**config.mk**
```make
export PLATFORM = sky130hd
export DESIGN_NAME = mux4_scan_sampler
export DESIGN_NICKNAME = d
export VERILOG_FILES = /design/src/rtl/mux4_scan_sampler.sv
export SDC_FILE = /design/constraint.sdc
export NUM_CORES = 1
export LEC_CHECK = 0
export ABC_AREA = 1
export BUFFER_PORTS_ARGS = -buffer_cell sky130_fd_sc_hd__buf_2
export CAP_MARGIN = 20
export CORE_MARGIN = 10
export CORE_UTILIZATION = 35
export CTS_BUF_LIST = sky130_fd_sc_hd__clkbuf_8 sky130_fd_sc_hd__clkbuf_16
export CTS_CLUSTER_SIZE = 10
export DETAILED_ROUTE_END_ITERATION = 16
export PLACE_DENSITY = 0.55
export SYNTH_ARGS = -nofsm -noshare
export SYNTH_HDL_FRONTEND = slang
export SYNTH_SLANG_ARGS = --single-unit
```
**constraint.sdc**
```tcl
create_clock -name clk -period 4.1 [get_ports clk]
set_clock_uncertainty 0.1 [all_clocks]
set_input_delay 0.82 -clock clk [delete_from_list [all_inputs] [get_ports clk]]
set_output_delay 0.82 -clock clk [all_outputs]
set_load 0.03 [all_outputs]
```
**src/rtl/mux4_scan_sampler.sv**
```systemverilog
// Scans a 4:1 mux select through channels 0..3, samples z0 after a settle interval and
// publishes the packed word with a one-cycle valid strobe. Macro MUX4_SCAN_CHANGE_EN adds 'changed'.
module mux4_scan_sampler #(
  parameter int unsigned SETTLE_CYCLES = 4,
  parameter bit          CONTINUOUS    = 1'b0
) (
  input  logic       clk,
  input  logic       rstn,
  input  logic       start,
  input  logic       abort,
  input  logic       z0,
  output logic       s1,
  output logic       s0,
  output logic       busy,
  output logic [3:0] data,
  output logic       valid
`ifdef MUX4_SCAN_CHANGE_EN
  ,
  output logic       changed
`endif
);

  localparam int CW = (SETTLE_CYCLES > 32'd1) ? $clog2(SETTLE_CYCLES + 32'd1) : 1;
  localparam logic [CW-1:0] CNT_LAST = CW'(SETTLE_CYCLES - 32'd1);
  localparam logic [CW-1:0] CNT_ONE  = CW'(32'd1);

  generate
    if ((SETTLE_CYCLES < 32'd1) || (SETTLE_CYCLES > 32'd255)) begin : g_bad_settle
      $error("mux4_scan_sampler: SETTLE_CYCLES must be in 1..255");
    end
  endgenerate

  typedef enum logic [1:0] {
    ST_IDLE   = 2'd0,
    ST_SETTLE = 2'd1,
    ST_SAMPLE = 2'd2,
    ST_DONE   = 2'd3
  } state_t;

  state_t        state_r, state_s;
  logic [1:0]    sel_r, sel_s;
  logic [CW-1:0] cnt_r, cnt_s;
  logic [3:0]    shadow_r, shadow_s;
  logic          busy_r, busy_s;
  logic          valid_r, valid_s;
  logic [3:0]    data_r, data_s;
  logic          restart_s;
`ifdef MUX4_SCAN_CHANGE_EN
  logic          changed_r, changed_s;
`endif

  // State register plus all registered outputs
  always_ff @(posedge clk or negedge rstn) begin
    if (!rstn) begin
      state_r   <= ST_IDLE;
      sel_r     <= 2'd0;
      cnt_r     <= '0;
      shadow_r  <= 4'd0;
      busy_r    <= 1'b0;
      valid_r   <= 1'b0;
      data_r    <= 4'd0;
`ifdef MUX4_SCAN_CHANGE_EN
      changed_r <= 1'b0;
`endif
    end else begin
      state_r   <= state_s;
      sel_r     <= sel_s;
      cnt_r     <= cnt_s;
      shadow_r  <= shadow_s;
      busy_r    <= busy_s;
      valid_r   <= valid_s;
      data_r    <= data_s;
`ifdef MUX4_SCAN_CHANGE_EN
      changed_r <= changed_s;
`endif
    end
  end

  // Next-state logic; abort always wins over start and over the SAMPLE capture
  always_comb begin
    state_s   = state_r;
    sel_s     = sel_r;
    cnt_s     = cnt_r;
    shadow_s  = shadow_r;
    restart_s = (start | CONTINUOUS) & ~abort;
    case (state_r)
      ST_IDLE: begin
        sel_s = 2'd0;
        cnt_s = '0;
        if (start && !abort) begin
          state_s  = ST_SETTLE;
          shadow_s = 4'd0;
        end else begin
          state_s = ST_IDLE;
        end
      end
      ST_SETTLE: begin
        if (abort) begin
          state_s = ST_IDLE;
          sel_s   = 2'd0;
          cnt_s   = '0;
        end else if (cnt_r == CNT_LAST) begin
          state_s = ST_SAMPLE;
        end else begin
          cnt_s = cnt_r + CNT_ONE;
        end
      end
      ST_SAMPLE: begin
        if (abort) begin
          state_s = ST_IDLE;
          sel_s   = 2'd0;
          cnt_s   = '0;
        end else begin
          shadow_s[sel_r] = z0;
          if (sel_r != 2'd3) begin
            state_s = ST_SETTLE;
            sel_s   = sel_r + 2'd1;
            cnt_s   = '0;
          end else begin
            state_s = ST_DONE;
          end
        end
      end
      ST_DONE: begin
        sel_s = 2'd0;
        cnt_s = '0;
        if (restart_s) begin
          state_s  = ST_SETTLE;
          shadow_s = 4'd0;
        end else begin
          state_s = ST_IDLE;
        end
      end
      default: begin
        state_s = ST_IDLE;
        sel_s   = 2'd0;
        cnt_s   = '0;
      end
    endcase
  end

  // Output logic; the word is published on the cycle after DONE so every output stays registered
  always_comb begin
    busy_s = (state_s == ST_SETTLE) || (state_s == ST_SAMPLE);
`ifdef MUX4_SCAN_CHANGE_EN
    changed_s = 1'b0;
`endif
    if (state_r == ST_DONE) begin
      valid_s = 1'b1;
      data_s  = shadow_r;
`ifdef MUX4_SCAN_CHANGE_EN
      changed_s = (shadow_r != data_r);
`endif
    end else begin
      valid_s = 1'b0;
      data_s  = data_r;
    end
  end

  assign s1    = sel_r[1];
  assign s0    = sel_r[0];
  assign busy  = busy_r;
  assign valid = valid_r;
  assign data  = data_r;
`ifdef MUX4_SCAN_CHANGE_EN
  assign changed = changed_r;
`endif

endmodule

```
Yosys cells after proc, flatten, opt, wreduce, memory -nomap -nowiden --
Cells that the tools add are included.
Word-level totals: input port bits 5, output and inout bits 8, logic and storage cells 60, flip-flop bits (word level) 17
Operators by class: $add $sub $neg 2, reductions and logical operators 10, multiplexer cells 24, equality and inequality tests 13, bitwise operators 2, magnitude comparators 2
Operators by type and width (count):
- $mux 2 | 7
- $mux 3 | 4
- $mux 4 | 3
- $pmux 4 s3 | 1
- $ne 2x2->1 const B | 5
- $pmux 3 s3 | 1
- $pmux 2 s4 | 1
- $eq 2x2->1 const B | 3
- $ne 3x3->1 const B | 2
- $pmux 2 s3 | 1
- $bwmux 4 | 1
- $eq 2x1->1 const B | 2
- $mux 1 | 4
- $reduce_and 2->1 | 2
- $reduce_and 4->1 | 1
- $add 3x1->3 const B | 1
- $eq 3x2->1 const B | 1
- $lt 2x3->1 const B | 1
- $reduce_bool 3->1 | 1
- $add 2x1->2 const B | 1
- $demux 1 s2 | 1
- $ge 2x1->1 const B | 1
- $logic_and 1x1->1 | 2
- $logic_not 2->1 | 1
- other kinds (5) | 5

Longest topological paths before layout --
Gate-level depths: netlist (run 1).
depth in word-level cells 7, mapped depth 8, gate-level depth less buffers 8

Worst setup path after synthesis (run 1) --
OpenSTA, ideal clock, no wires.
kind input -> register, start point in abort, end point reg busy_r, in the netlist busy, setup slack 2618 ps, path buffers 0, arrival time 1266 ps, stages 6, setup time 116 ps, required time 3884 ps, cell sequence inv_1 > nand2_1 > nor2_1 > nor2_2 > nand2_1 > nand2_1
On the way: word-level cells in the longest chain between the ends 6, elaborated cells between the ends (all ways) 12, those cells by class eq/ne (2); mux (5); bitwise (2); reduce/logical (3)
Ends and longest elaborated chain:
- from (decl) | RTL line 10 | input logic abort,
- $not 1->1 / $logic_not 1->1 (equally long branches) | RTL line 85, 90
- $and 1x1->1 / $logic_and 1x1->1 (equally long branches) | RTL line 85, 90
- $mux 1, on equally long branches | RTL line 127, 90
- $pmux 2 s4 * | RTL line 86 | case (state_r)
- $eq 2x1->1 / $eq 2x2->1 (equally long branches) | RTL line 144 | busy_s = (state_s == ST_SETTLE) || (state_s == ST_SAMPLE);
- $logic_or 1x1->1 * | RTL line 144
- net busy_s | RTL line 44 | logic busy_r, busy_s;
- to (signal assigned) | RTL line 70 | busy_r <= busy_s;
- to (decl) | RTL line 44
The timed path passes the listed nets; every way through them passes the cells marked *. A chain may end at the register's enable or synchronous reset.

Final worst setup path (run 1) --
start point reg sel_r[1], end point out s1
RTL lines:
- from (decl) | RTL line 41 | logic [1:0] sel_r, sel_s;
- from (signal assigned) | RTL line 67 | sel_r <= sel_s;
- to (decl) | RTL line 12 | output logic s1,
No word-level cell between the ends.

==> results of run 1 <==
==> worst min-delay path, delay by kind of cell, from the launching register on <==
family / cells / cell delay [ps]
AND/OR/NAND/NOR: 2 / 100
flip-flops: 1 / 340
==> flip-flops by register name (all words and copies together), names as in the netlist <==
register and flops:
valid 1, shadow_r 4, sel_r 2, data 4
state_r 2, busy 1, cnt_r 3
==> worst max path at each step <==
stage | from | end | slack [ps] | cells past startpoint
finish | sel_r[1]$_DFFE_PN0P_ | s1 | 2310 | 1
detailed placement | abort | cnt_r[2]$_DFFE_PN0P_ | 2370 | 6
floorplan | abort | busy$_DFF_PN0_ | 2620 | 6
global route | sel_r[1]$_DFFE_PN0P_ | s1 | 2270 | 1
global placement | abort | cnt_r[2]$_DFFE_PN0P_ | 2420 | 6
CTS | sel_r[0]$_DFFE_PN0P_ | s0 | 2300 | 1
==> Yosys cell counts <==
cell type / n / area share, %
nand2_2: 2 / 1.4
nor3_1: 4 / 2.3
nand3_1: 8 / 4.6
o21ai_0: 4 / 2.3
nor2_2: 1 / 0.72
inv_1: 18 / 7.8
dfrtp_1: 17 / 49
nand2_1: 40 / 17
nand2_4: 1 / 1.3
ha_1: 6 / 8.6
nor2_4: 1 / 1.3
nor2_1: 6 / 2.6
inv_2: 2 / 0.86
==> report_power, final <==
group          switching (W)   total, W  internal, W
sequential        0.00000283   0.000174     0.000171
combinational      0.0000160  0.0000225   0.00000653
clock              0.0000527   0.000120    0.0000672
==> layout make-up <==
cell class	count	area [sq um]	share of cell area [%]
clock inverter	1	5.00	0.494
clock buffer	3	41.3	4.07
timing repair buffer	12	60.1	5.93
sequential	17	425	42.0
tap	30	37.5	3.70
inverter	20	75.1	7.41
multi-input combinational	73	369	36.4
==> cell usage in the layout, fill, tap and decap left out, drive strengths merged <==
cell / Yosys / layout
nand2: 43 / 43
inv: 20 / 20
dfrtp: 17 / 17
buf: 0 / 12
nand3: 8 / 8
nor2: 8 / 8
ha: 6 / 6
o21ai: 4 / 4
nor3: 4 / 4
clkbuf: 0 / 3
clkinv: 0 / 1
==> stage by stage <==
step / cell area [sq um] / power, W
2_1_floorplan: 870 / 0.000191
3_3_place_gp: 967 / 0.000200
3_5_place_dp: 967 / 0.000200
4_1_cts: 1010 / 0.000323
5_1_grt: 1010 / 0.000335
6_report: 1010 / 0.000316
==> logic make-up (layout without fill, tap and decap cells) <==
| kind of cell | Yosys count | after routing | share of synthesized area [%] |
|---|---|---|---|
| and+or+nand+nor | 63 | 63 | 31.5 |
| buffers and inverters | 20 | 36 | 8.63 |
| DFF | 17 | 17 | 48.9 |
| adders and majority gates | 6 | 6 | 8.63 |
| AOI/OAI and AO/OA | 4 | 4 | 2.30 |
==> per-layer routing <==
metal	vias up	global-route usage, %	wire length, microns
li1	364	-	-
met3	2	2.86	90
met1	305	8.51	818
met2	10	10.7	679
met4	0	2.63	14
met5	-	0	0
==> impl_metrics.tcl, run 1 <==
set metrics [dict create \
    path_clk_slew_ps 70 \
    crit_slowest_cell "dfrtp_1" \
    synthCells 110 \
    final_util_pct 41.7 \
    cts_max_level 1 \
    worst_slew_pin_slew_ps 387 \
    num_antenna_cells 0 \
    slew_viol_final 0 \
    p_per_area_nw_per_um2 312 \
    drtPass1Iterations 4 \
    drcViolationCount 0 \
    post-place-ws_ps 2370 \
    initial_core_util_pct 35.8 \
    fin_cells 156 \
    track_usage_pct 6.99 \
    max-vdd-ir-drop_mv 0.192 \
    synth-seq-cells 17 \
    die-width_microns 69.8 \
    gp_congestion 0.740 \
    rr_worst_depth 8 \
    period_share_pct 43.7 \
    syn-cell-area_sq_um 870 \
    min_from "shadow_r[0]$_DFFE_PN0P_" \
    slew_headroom_pct 74.2 \
    die_h_microns 69.8 \
    ctsResizeCount 0 \
    avgSynthCellArea_sq_um 7.91 \
    grt_pass1_wl_microns 2920 \
    setup_viol 0 \
    maxCapViolations 0 \
    status "finished, final reports clean" \
    setup_slack_ps 2310 \
    regToRegSetupSlack_ps 2650 \
    dp_hpwl_microns 1300 \
    rsz0062_at_grt "false" \
    whs_endpoint "shadow_r[0]$_DFFE_PN0P_" \
    clkSinkCount 17 \
    cts-root-buf "clkbuf_8" \
    grt_max_degree 18 \
    cts_buffers 3 \
    wire_per_inst_microns 10.3 \
    min_path_type "flip-flop to flip-flop" \
    antenna_found_initial 0 \
    syn2layout_area_growth_pct 16.5 \
    ios 13 \
    leakagePower_nw 0.582 \
    rows 18 \
    wirelength_microns 1600 \
    die-area_sq_um 4880 \
    r2r-end "cnt_r[1]$_DFFE_PN0P_" \
    dpl.cell_count 152 \
    floorplan.core_area_sq_um 2430 \
    cts_buffer_depth 2 \
    portBuffers 12 \
    cp_data_arrival_time_ps 870 \
    fill_cells 259 \
    yosysWarnings 0 \
    nNetsFinal 138 \
    end_kind "output pin" \
    critical_path_required_ps 3180 \
    critPathMaxFanout 4 \
    yosysUniqueCellTypes 13 \
    drt-vias-per-instance 4.37 \
    antenna_left 0 \
    ys_seq_area_share_pct 48.9 \
    hold_viol 0 \
    crit_buf_inv 1 \
    num_vias 681 \
    r2r_start "cnt_r[0]$_DFFE_PN0P_" \
    drtIter0Drc 34 \
    tns_ps 0 \
    ctsHoldBuffers 0 \
    min_path_cells 2 \
    grt_pass1_vias 685 \
    overflow 0 \
    cts_setup_buffers 0 \
    crit_family "flip-flops" \
    path_class "flip-flop to output pin" \
    min_period_ps 1790 \
    clock.fmax_ghz 0.559 \
    syn-num-nets 121 \
    max_stage_delay_ps 400 \
    final_layout_size_suffix_gt1_share_pct 18.3 \
    crit_chain "buf_2" \
    clock_latency_ps 240 \
    startpoint_type "flip-flop" \
    cts_tree "done" \
    hold_ws_ps 373 \
]
Power figures use the tool's default switching activity.
==> run 2: changes to the inputs <==
==> constraint.sdc (replaced) <==
create_clock -name clk -period 1.73 [get_ports clk]
set_clock_uncertainty 0.1 [all_clocks]
set_input_delay 0.346 -clock clk [delete_from_list [all_inputs] [get_ports clk]]
set_output_delay 0.346 -clock clk [all_outputs]
set_load 0.03 [all_outputs]
==> impl_metrics.tcl, run 2 (same netlist as run 1, synthesis figures left out) <==
set metrics [dict create \
    floorplan.core_area_sq_um 2430 \
    grtUsageMet1_pct 8.68 \
    num_vias 678 \
    initial_core_util_pct 35.8 \
    grt_max_degree 18 \
    power_w 0.000755 \
    max-vdd-ir-drop_mv 0.289 \
    slew_headroom_pct 72.4 \
    maxCapViolations 0 \
    gr-usage-met2_pct 10.8 \
    hold_viol 0 \
    cts-root-buf "clkbuf_8" \
    die_h_microns 69.8 \
    clock.fmax_ghz 0.716 \
    crit_start "cnt_r[0]$_DFFE_PN0P_" \
    slew_viol_final 0 \
    globalRouteMet3Util_pct 3.29 \
    period_share_pct 80.8 \
    rsz0062_at_grt "false" \
    cts_tree "done" \
    critical_path_required_ps 1770 \
    path_class "flip-flop to flip-flop" \
    rows 18 \
    nNetsFinal 139 \
    cts_buffer_depth 2 \
    r2r_start "cnt_r[0]$_DFFE_PN0P_" \
    cpMostUsedCell "nand2_1" \
    drcViolationCount 0 \
    leakagePower_nw 0.588 \
    final_layout_size_suffix_gt1_share_pct 17.3 \
    end_kind "flip-flop" \
    crit_family "adder cells" \
    crit_buf_inv 1 \
    tns_ps 0 \
    portBuffers 12 \
    min_from "shadow_r[1]$_DFFE_PN0P_" \
    ios 13 \
    regToRegSetupSlack_ps 330 \
    cts_max_level 1 \
    max_stage_delay_ps 380 \
    grt_pass1_vias 680 \
    worst_slew_pin_slew_ps 414 \
    path_clk_slew_ps 70 \
    clock_latency_ps 250 \
    drtIter0Drc 38 \
    critPathMaxFanout 4 \
    min_period_ps 1400 \
    die-area_sq_um 4880 \
    cp_data_arrival_time_ps 1440 \
    drt-vias-per-instance 4.32 \
    layout_commonest_cell "nand2_1" \
    grt.busiest_layer "met2" \
    track_usage_pct 7.17 \
    ctsResizeCount 0 \
    dp_hpwl_microns 1290 \
    startpoint_type "flip-flop" \
    antenna_left 0 \
    overflow 0 \
    syn2layout_area_growth_pct 17.6 \
    crit_chain "ha_1 > ha_1 > nand2_1 > nor2_1 > nor2_2 > inv_2 > nand2_1 > nand2_1" \
    antenna_found_initial 0 \
    num_antenna_cells 0 \
    fill_cells 243 \
    status "finished, final reports clean" \
    wire_per_inst_microns 10.6 \
    cts_buffers 3 \
    p_per_area_nw_per_um2 739 \
    crit_slowest_cell "dfrtp_1" \
    setup_viol 0 \
    die-width_microns 69.8 \
    wirelength_microns 1660 \
    drtPass1Iterations 4 \
    layout_common_cells "40 x nand2_1, 19 x inv_1, 17 x dfrtp_1" \
    min_path_type "flip-flop to flip-flop" \
    grt_pass1_wl_microns 2940 \
    gp_congestion 0.742 \
    clkSinkCount 17 \
]
-- run 2: changes by cell type in the layout (fill, tap and decap cells not counted) --
cell / delta
clkinv_2: -1
inv_1: +1
dlygate4sd3_1: +1
-- run 2: metrics by stage --
step	cells	setup slack, ps	hold WS, ps	util (%)	instance area, sq um
global placement	152	380	192	39.8	967
CTS	157	337	378	42.0	1020
floorplan	110	376	-49.6	-	870
global route	157	250	406	42.0	1020
finish	157	333	372	42.0	1020
detailed placement	152	340	198	39.8	967
-- run 2: worst register-to-register path, delay by kind of cell (launching register included) --
family / cells / cell delay, ps
buffers and inverters: 1 / 50
DFF: 1 / 380
and+or+nand+nor: 5 / 370
adders and majority gates: 2 / 390
-- run 2: timing repair --
| action | CTS | global route |
|---|---|---|
| buffers inserted | 0 | 0 |
| hold endpoints to repair | 17 | 0 |
| hold buffers | 1 | 0 |
-- run 2: worst paths after layout --
check                                          end  depth (start not counted)
max                           cnt_r[1]$_DFFE_PN0P_                          8
min in group asynchronous      data[1]$_DFFE_PN0P_                          2
max reg2reg                   cnt_r[1]$_DFFE_PN0P_                          8
min                        shadow_r[1]$_DFFE_PN0P_                          2
min reg2reg                shadow_r[1]$_DFFE_PN0P_                          2
max in group asynchronous     cnt_r[1]$_DFFE_PN0P_                          2
-- run 2: cell type report --
cell class / count / area, sq um / area share [%]
multi-input cells: 73 / 369 / 36.1
repair buffers: 13 / 70.1 / 6.85
flip-flops and latches: 17 / 425 / 41.6
clock buffers: 3 / 41.3 / 4.04
inverters: 20 / 75.1 / 7.34
well taps: 30 / 37.5 / 3.67
clock inverters: 1 / 3.75 / 0.367
-- run 2: report_power, final --
part           internal (W)  switching, W
clock              0.000157      0.000131
combinational     0.0000169     0.0000391
sequential         0.000405    0.00000620
-- run 2: routing by layer --
layer | vias up | part of all wire [%]
met5 | - | 0
met1 | 291 | 50
li1 | 367 | -
met4 | 0 | 2.0
met2 | 15 | 41
met3 | 5 | 7.0
==> run 3: changes to the inputs <==
--- a/config.mk
+++ b/config.mk
@@ -13,7 +13,7 @@
 export CTS_BUF_LIST = sky130_fd_sc_hd__clkbuf_8 sky130_fd_sc_hd__clkbuf_16
 export CTS_CLUSTER_SIZE = 10
 export DETAILED_ROUTE_END_ITERATION = 16
-export PLACE_DENSITY = 0.55
+export PLACE_DENSITY = 0.57
 export SYNTH_ARGS = -nofsm -noshare
 export SYNTH_HDL_FRONTEND = slang
 export SYNTH_SLANG_ARGS = --single-unit
==> constraint.sdc (replaced) <==
create_clock -name clk -period 1.2 [get_ports clk]
set_clock_uncertainty 0.1 [all_clocks]
set_input_delay 0.24 -clock clk [delete_from_list [all_inputs] [get_ports clk]]
set_output_delay 0.24 -clock clk [all_outputs]
set_load 0.03 [all_outputs]
==> impl_metrics.tcl, run 3 (same netlist as run 1, synthesis figures left out) <==
set metrics [dict create \
    num_vias 742 \
    slew_viol_final 0 \
    cts-root-buf "clkbuf_8" \
    grt_pass1_wl_microns 2990 \
    max-vdd-ir-drop_mv 0.607 \
    initial_core_util_pct 35.8 \
    multi_input_area_sq_um 422 \
    critPathMaxFanout 4 \
    rsz0062_at_grt "true" \
    min_period_ps 1310 \
    cp_data_arrival_time_ps 1360 \
    layout_commonest_cell "nand2_1" \
    clkSinkCount 17 \
    clock_latency_ps 250 \
    grt_max_degree 18 \
    setup_viol 9 \
    cts_buffer_depth 2 \
    layout_common_cells "38 x nand2_1, 15 x inv_1, 14 x dfrtp_1" \
    antenna_found_initial 0 \
    die_h_microns 69.8 \
    nNetsFinal 147 \
    floorplan.core_area_sq_um 2430 \
    die-width_microns 69.8 \
    drtIter0Drc 24 \
    cts_max_level 1 \
    wire_per_inst_microns 11.0 \
    drtPass1Iterations 4 \
    cts_tree "done" \
    die-area_sq_um 4880 \
    path_clk_slew_ps 70 \
    syn2layout_area_growth_pct 32.9 \
    startpoint_type "flip-flop" \
    worst_slew_pin_slew_ps 396 \
    dp_hpwl_microns 1370 \
    status "complete, but fails checks" \
    cts_buffers 3 \
    fill_cells 245 \
    power_w 0.00113 \
    maxCapViolations 0 \
    grt_pass1_vias 693 \
    drcViolationCount 0 \
    rows 18 \
    portBuffers 12 \
    post-place-ws_ps -179 \
    gp_congestion 0.749 \
    end_kind "flip-flop" \
    violations "setup timing" \
    overflow 0 \
    min_path_type "input pin to flip-flop" \
    period_share_pct 109 \
    drt-vias-per-instance 4.50 \
    num_antenna_cells 0 \
    track_usage_pct 7.53 \
    clock.fmax_ghz 0.764 \
    hold_viol 0 \
    path_class "flip-flop to flip-flop" \
    final_layout_size_suffix_gt1_share_pct 34.8 \
    wirelength_microns 1820 \
    critical_path_required_ps 1250 \
    ios 13 \
    ff_latch_area_sq_um 429 \
    setup_slack_ps -108 \
    slew_headroom_pct 73.6 \
    antenna_left 0 \
    p_per_area_nw_per_um2 975 \
    leakagePower_nw 0.626 \
]
[run 3: report_power, final]
part	leakage [nW]	total, W	switching (W)	internal [W]
logic	0.371	0.0000938	0.0000621	0.0000317
clock network	0.0255	0.000439	0.000208	0.000231
registers	0.230	0.000594	0.00000978	0.000585
total	0.626	0.00113	0.000280	0.000847
[run 3: worst paths after layout]
| check | startpoint | end | slack (ps) | cells after the start |
|---|---|---|---|---|
| min in group asynchronous | rstn | data[1]$_DFFE_PN0P_ | 340 | 2 |
| max | cnt_r[0]$_DFFE_PN0P_ | cnt_r[1]$_DFFE_PN0P_ | -110 | 8 |
| min reg2reg | shadow_r[3]$_DFFE_PN0P_ | shadow_r[3]$_DFFE_PN0P_ | 370 | 2 |
| min | abort | sel_r[1]$_DFFE_PN0P_ | 280 | 4 |
| max in group asynchronous | rstn | sel_r[0]$_DFFE_PN0P_ | 360 | 2 |
| max reg2reg | cnt_r[0]$_DFFE_PN0P_ | cnt_r[1]$_DFFE_PN0P_ | -110 | 8 |
[run 3: what timing repair did]
action	CTS	global route
buffers inserted	1	1
endpoints found under the setup margin	12	18
hold endpoints to repair	17	0
pin swaps	3	0
hold buffers	1	0
gates resized for setup	8	7
[run 3: area by class of cell]
class | count | share of cell area, %
repair buffers | 21 | 12.7
multi-input cells | 73 | 36.5
clock inverters | 1 | 0.433
clock buffers | 3 | 3.57
flip-flops and latches | 17 | 37.1
well taps | 30 | 3.25
inverters | 20 | 6.49
[run 3: routing by layer]
metal	share of wire [%]	GRT usage, %	routed length [microns]	vias up
met1	45	8.30	816	344
li1	-	-	-	381
met4	1.6	4.61	30	0
met5	0	0	0	-
met2	48	12.1	881	13
met3	5.2	2.58	94	4
[run 3: per-stage QoR]
step	util [%]	hold slack, ps	instances	setup TNS (ps)	instance area, sq um
floorplan	-	-156	110	-212	897
global placement	42.7	87.6	158	-475	1040
detailed placement	42.7	90.6	158	-620	1040
CTS	46.1	285	164	-597	1120
global route	47.5	299	165	-1460	1160
finish	47.5	285	165	-411	1160
[run 3: worst max-delay path, cell delays in order (launching register included)]
cell and delay, ps:
dfrtp_1 390, ha_2 200, ha_4 160, nand2_2 60, nor2_2 50, nor2_4 110, inv_2 50, nand2_1 50
nand2_1 50
